===== config.mk =====
export PLATFORM = sky130hd
export DESIGN_NAME = uart_rx_frame_param
export DESIGN_NICKNAME = d
export VERILOG_FILES = /design/src/rtl/uart_rx_frame_param.sv
export SDC_FILE = /design/constraint.sdc
export NUM_CORES = 1
export LEC_CHECK = 0
export ABC_AREA = 1
export BUFFER_PORTS_ARGS = -buffer_cell sky130_fd_sc_hd__buf_2
export CAP_MARGIN = 20
export CORE_UTILIZATION = 33
export CTS_CLUSTER_DIAMETER = 200
export CTS_CLUSTER_SIZE = 25
export DETAILED_ROUTE_END_ITERATION = 6
export GPL_ROUTABILITY_DRIVEN = 0
export SLEW_MARGIN = 20
export SYNTH_ARGS = -nofsm -noshare
export SYNTH_HDL_FRONTEND = slang
export SYNTH_SLANG_ARGS = --single-unit
export TNS_END_PERCENT = 10

===== constraint.sdc =====
create_clock -name clk -period 1.48 [get_ports clk]
set_input_delay 0.074 -clock clk [delete_from_list [all_inputs] [get_ports clk]]
set_output_delay 0.074 -clock clk [all_outputs]
set_load 0.01 [all_outputs]

===== src/rtl/uart_rx_frame_param.sv =====
// Parametrised command-frame UART receiver: start, RW, address, data, optional parity, 1-2 stop bits.
// Majority-vote bit sampling with false-start rejection; one-entry valid/ready output buffer with sticky overrun.
module uart_rx_frame_param #(
    parameter int CLK_DIV     = 104,
    parameter int OVERSAMPLE  = 16,
    parameter int ADDR_W      = 3,
    parameter int DATA_W      = 4,
    parameter int PARITY_MODE = 1,
    parameter int STOP_BITS   = 1
) (
    input  logic              clk,
    input  logic              rst,
    input  logic              rx,
    input  logic              frame_ready,
    input  logic              ovr_clr,
    output logic              frame_valid,
    output logic              rw_bit,
    output logic [ADDR_W-1:0] addr,
    output logic [DATA_W-1:0] data,
    output logic              parity_err,
    output logic              frame_err,
    output logic              overrun,
    output logic              busy
);
    localparam int DIV_W = (CLK_DIV > 2) ? $clog2(CLK_DIV) : 1;
    localparam int SMP_W = $clog2(OVERSAMPLE);
    localparam int FLD_W = 1 + ADDR_W + DATA_W;
    localparam int CNT_W = 5;

    localparam logic [SMP_W-1:0] SMP_A   = SMP_W'(OVERSAMPLE / 2 - 1);
    localparam logic [SMP_W-1:0] SMP_B   = SMP_W'(OVERSAMPLE / 2);
    localparam logic [SMP_W-1:0] SMP_C   = SMP_W'(OVERSAMPLE / 2 + 1);
    localparam logic [SMP_W-1:0] SMP_END = SMP_W'(OVERSAMPLE - 1);

    localparam logic [2:0] S_IDLE      = 3'd0;
    localparam logic [2:0] S_START     = 3'd1;
    localparam logic [2:0] S_RW        = 3'd2;
    localparam logic [2:0] S_ADDR      = 3'd3;
    localparam logic [2:0] S_DATA      = 3'd4;
    localparam logic [2:0] S_PARITY    = 3'd5;
    localparam logic [2:0] S_STOP      = 3'd6;
    localparam logic [2:0] S_WAIT_IDLE = 3'd7;

    logic              r_rx_meta;
    logic              r_rx_s;
    logic [2:0]        r_state;
    logic [DIV_W-1:0]  r_div_cnt;
    logic [SMP_W-1:0]  r_smp_cnt;
    logic [1:0]        r_smp;
    logic [CNT_W-1:0]  r_bit_cnt;
    logic [FLD_W-1:0]  r_shift;
    logic              r_par_bit;
    logic              r_ferr;

    logic              r_valid;
    logic              r_rw;
    logic [ADDR_W-1:0] r_addr;
    logic [DATA_W-1:0] r_data;
    logic              r_perr;
    logic              r_ferr_out;
    logic              r_ovr;

    logic w_start;
    logic w_tick;
    logic w_resolve;
    logic w_bit_end;
    logic w_maj;
    logic w_last_stop;
    logic w_complete;
    logic w_ferr_now;
    logic w_par_exp;
    logic w_perr;
    logic w_load;

    assign w_start     = (r_state == S_IDLE) && !r_rx_s;
    assign w_tick      = (r_div_cnt == DIV_W'(CLK_DIV - 1));
    assign w_resolve   = w_tick && (r_smp_cnt == SMP_C);
    assign w_bit_end   = w_tick && (r_smp_cnt == SMP_END);
    // Third sample is the live synchronised line, taken in the resolve cycle itself.
    assign w_maj       = (r_smp[1] & r_smp[0]) | (r_smp[1] & r_rx_s) | (r_smp[0] & r_rx_s);
    assign w_last_stop = (r_state == S_STOP) && (r_bit_cnt == CNT_W'(STOP_BITS - 1));
    assign w_complete  = w_resolve && w_last_stop;
    assign w_ferr_now  = r_ferr | ~w_maj;
    assign w_par_exp   = (^r_shift) ^ (PARITY_MODE == 2);
    assign w_perr      = (PARITY_MODE != 0) && (r_par_bit != w_par_exp);
    assign w_load      = w_complete && (!r_valid || frame_ready);

    always_ff @(posedge clk) begin
        if (rst) begin
            r_rx_meta <= 1'b1;
            r_rx_s    <= 1'b1;
        end else begin
            r_rx_meta <= rx;
            r_rx_s    <= r_rx_meta;
        end
    end

    always_ff @(posedge clk) begin
        if (rst || w_start) begin
            r_div_cnt <= '0;
            r_smp_cnt <= '0;
        end else if (w_tick) begin
            r_div_cnt <= '0;
            r_smp_cnt <= (r_smp_cnt == SMP_END) ? '0 : r_smp_cnt + 1'b1;
        end else begin
            r_div_cnt <= r_div_cnt + 1'b1;
        end
    end

    always_ff @(posedge clk) begin
        if (rst) begin
            r_smp <= 2'b11;
        end else if (w_tick && (r_smp_cnt == SMP_A)) begin
            r_smp[1] <= r_rx_s;
        end else if (w_tick && (r_smp_cnt == SMP_B)) begin
            r_smp[0] <= r_rx_s;
        end
    end

    always_ff @(posedge clk) begin
        if (rst) begin
            r_state   <= S_IDLE;
            r_bit_cnt <= '0;
            r_shift   <= '0;
            r_par_bit <= 1'b0;
            r_ferr    <= 1'b0;
        end else begin
            case (r_state)
                S_IDLE: begin
                    if (!r_rx_s) begin
                        r_state <= S_START;
                        r_ferr  <= 1'b0;
                    end
                end
                S_START: begin
                    if (w_resolve && w_maj) r_state <= S_IDLE;
                    else if (w_bit_end)     r_state <= S_RW;
                end
                S_RW: begin
                    if (w_resolve) r_shift <= {r_shift[FLD_W-2:0], w_maj};
                    if (w_bit_end) begin
                        r_state   <= S_ADDR;
                        r_bit_cnt <= '0;
                    end
                end
                S_ADDR: begin
                    if (w_resolve) r_shift <= {r_shift[FLD_W-2:0], w_maj};
                    if (w_bit_end) begin
                        if (r_bit_cnt == CNT_W'(ADDR_W - 1)) begin
                            r_state   <= S_DATA;
                            r_bit_cnt <= '0;
                        end else begin
                            r_bit_cnt <= r_bit_cnt + 1'b1;
                        end
                    end
                end
                S_DATA: begin
                    if (w_resolve) r_shift <= {r_shift[FLD_W-2:0], w_maj};
                    if (w_bit_end) begin
                        if (r_bit_cnt == CNT_W'(DATA_W - 1)) begin
                            r_state   <= (PARITY_MODE == 0) ? S_STOP : S_PARITY;
                            r_bit_cnt <= '0;
                        end else begin
                            r_bit_cnt <= r_bit_cnt + 1'b1;
                        end
                    end
                end
                S_PARITY: begin
                    if (w_resolve) r_par_bit <= w_maj;
                    if (w_bit_end) begin
                        r_state   <= S_STOP;
                        r_bit_cnt <= '0;
                    end
                end
                S_STOP: begin
                    // Leave at the last stop mid-sample so a following start edge is not missed.
                    if (w_resolve) begin
                        r_ferr <= w_ferr_now;
                        if (w_last_stop) r_state <= w_ferr_now ? S_WAIT_IDLE : S_IDLE;
                    end else if (w_bit_end) begin
                        r_bit_cnt <= r_bit_cnt + 1'b1;
                    end
                end
                S_WAIT_IDLE: begin
                    if (r_rx_s) r_state <= S_IDLE;
                end
                default: r_state <= S_IDLE;
            endcase
        end
    end

    always_ff @(posedge clk) begin
        if (rst) begin
            r_valid    <= 1'b0;
            r_rw       <= 1'b0;
            r_addr     <= '0;
            r_data     <= '0;
            r_perr     <= 1'b0;
            r_ferr_out <= 1'b0;
            r_ovr      <= 1'b0;
        end else begin
            if (w_load) begin
                r_valid    <= 1'b1;
                r_rw       <= r_shift[FLD_W-1];
                r_addr     <= r_shift[DATA_W +: ADDR_W];
                r_data     <= r_shift[DATA_W-1:0];
                r_perr     <= w_perr;
                r_ferr_out <= w_ferr_now;
            end else if (r_valid && frame_ready) begin
                r_valid <= 1'b0;
            end
            // A new drop wins over a simultaneous clear.
            if (w_complete && r_valid && !frame_ready) r_ovr <= 1'b1;
            else if (ovr_clr)                          r_ovr <= 1'b0;
        end
    end

    assign frame_valid = r_valid;
    assign rw_bit      = r_rw;
    assign addr        = r_addr;
    assign data        = r_data;
    assign parity_err  = r_perr;
    assign frame_err   = r_ferr_out;
    assign overrun     = r_ovr;
    assign busy        = (r_state != S_IDLE);

endmodule

==> flow_summary.ini <==
[synth]
synth_edf_count = 0
syn-num-nets = 314
synth.top_cell.area_share_pct = 39.2
ys.flop_type = dfxtp_1
postSynthCellCount = 302
synth.area.top_cells = dfxtp_1, nand2_1, nor2_1
synth_seq_area_share_pct = 39.2
synthArstFlopShare_pct = 0
yosys.cell_types.count = 36
avgSynthCellArea_um2 = 7.61
syn_area_um2 = 2300
synth_top_cell_by_area = dfxtp_1
ys_ff_latch = 45
yosysWarnings = 0

[sta]
slew_headroom_pct = 83.3
worst_slack_ps = -21.9
fin_skew_ps = 7.48
rsz0062_at_grt = true
setup_tns_ps = -70.4
final.period_utilization_pct = 101
worst_pin_slew_ps = 251
final_hold_viol_count = 0
fin_crit_ps = 1500
whs_ps = 26.5
fmax_ghz = 0.666
setup_viol = 7
slew_violations = 0

[detailed_routing]
first_iter_violations = 100
first_pass_iters = 4
ant_nets = 0
vias = 1968
wire_per_inst_um = 10.7
drc_errors = 0
wl_mm = 4.64
vias_per_cell = 4.56

[power]
p_per_area_nw_per_um2 = 1160
vdd_drop_max_mv = 0.677
power_mw = 3.38
p_leak_nw = 1.25

[final_layout]
layout_common_cells = nand2_1, dfxtp_1, buf_4
diodes = 0
fin_area_um2 = 2900
nets = 363
layout_commonest_cell = nand2_1
fin_util_pct = 42.9
drive_above_1_share_pct = 33.0
area_growth_pct = 26.3
instances_no_fill = 432

[cts]
h-tree-depth = 2
clkTransAtPathRegs_ps = 80
cts.sinks = 45
clk_latency_ps = 300
clockBufferDepth = 2
numCtsBuffers = 5
tritoncts = yes
clockRootBuffer = clkbuf_8

[worst_setup_path]
crit_required_ps = 1680
critPathKind = reg -> reg
worst_setup_path_start_kind = flip-flop
cp_max_fo = 5
cp-end-kind = flip-flop
cp_data_arrival_time_ps = 1700

[global_route]
grt_start_max_net_pins = 15
first_global_vias = 1850
grt_usage_pct = 14.1
grt_overflow_total = 0
grt_pass1_wl_mm = 8.22
antenna_found_initial = 0

[die]
fp.dieH_um = 85.4
ios = 18
core.rowCount = 30
die_w_um = 85.4
coreArea_um2 = 6760
dieArea_um2 = 7300
start_util_pct = 34.0

[flow_run]
drv_cap = 0

[placed_design]
dpl_worst_slack_ps = -139
placed_cells = 422
port_buffers = 17
placed_cell_area_um2 = 2680
dp_hpwl_mm = 3.38

[status]
status = complete, but fails checks
violations = setup timing

[hold_path]
hold_class = in -> reg
==> registers in the layout, indices dropped and copies added (netlist names) <==
register     flops
rw_bit           1
frame_err        1
r_ferr           1
r_par_bit        1
r_bit_cnt        5
frame_valid      1
r_state          3
parity_err       1
addr             3
r_smp            2
r_smp_cnt        4
r_rx_meta        1
r_rx_s           1
data             4
overrun          1
r_div_cnt        7
r_shift          8
==> Yosys cell counts, drive strengths merged (4+ instances only) <==
library cell	instances
a21oi	30
o21ai	14
nor2	38
nand3	18
xnor2	5
or2	4
nand2	80
inv	34
ha	7
xor2	7
dfxtp	45
buf	4
==> routing by layer <==
metal | GRT usage (%) | share of wire, % | vias to the layer above
met5 | 0 | 0 | -
met2 | 22.3 | 45 | 23
met3 | 3.60 | 2.6 | 4
met1 | 19.0 | 51 | 883
li1 | - | - | 1058
met4 | 4.39 | 1.2 | 0
==> critical path: stages, from the launching register on <==
cell	delay [ps]
dfxtp_4	370
inv_2	70
ha_2	190
nand3_4	90
nand2_1	80
nand2_1	50
nor2_1	90
nand2_1	90
nor2_4	160
nand2_2	80
nor2_2	90
nor2_1	40
==> repair_timing <==
item	4_1_cts	5_1_grt
endpoints found under the hold margin	1	0
hold buffers	1	0
pin swaps	3	13
gates cloned	0	0
buffers inserted	1	0
endpoints found under the setup margin	21	38
resized for setup	9	22
==> kinds of logic (layout without fill, tap and decap cells) <==
logic type                 after synthesis  in the layout  share of synthesized area [%]
AOI/OAI and AO/OA                       48             48                           12.8
DFF                                     45             45                           39.2
adders and majority gates                7              7                           3.81
xor gates and xnor gates                12             12                           4.58
buffers and inverters                   42             92                           8.01
and+or+nand+nor                        148            148                           31.6
==> power by group <==
part	leakage [nW]	total, mW	internal [mW]	switching, mW
Combinational	0.827	1.02	0.400	0.617
Sequential	0.368	1.38	1.27	0.108
Clock	0.0574	0.978	0.549	0.429
==> layout make-up <==
cell class                      instances  area [µm²]
Inverter                               36         155
Clock inverter                          2        37.5
Multi-Input combinational cell        215        1290
Timing Repair Buffer                   48         320
Clock buffer                            6        82.6
Fill cell                             684        3850
Tap cell                               80         100
Sequential cell                        45         917
==> worst paths after layout <==
kind | depth (start not counted) | to | slack, ps | from
worst max-delay path | 11 | r_state[2] | -20 | r_bit_cnt[0]
worst min-delay path | 4 | overrun | 30 | ovr_clr
worst max register to register | 11 | r_state[2] | -20 | r_bit_cnt[0]
worst min register to register | 1 | r_rx_s | 440 | r_rx_meta
(Power assumes the default switching activity.)
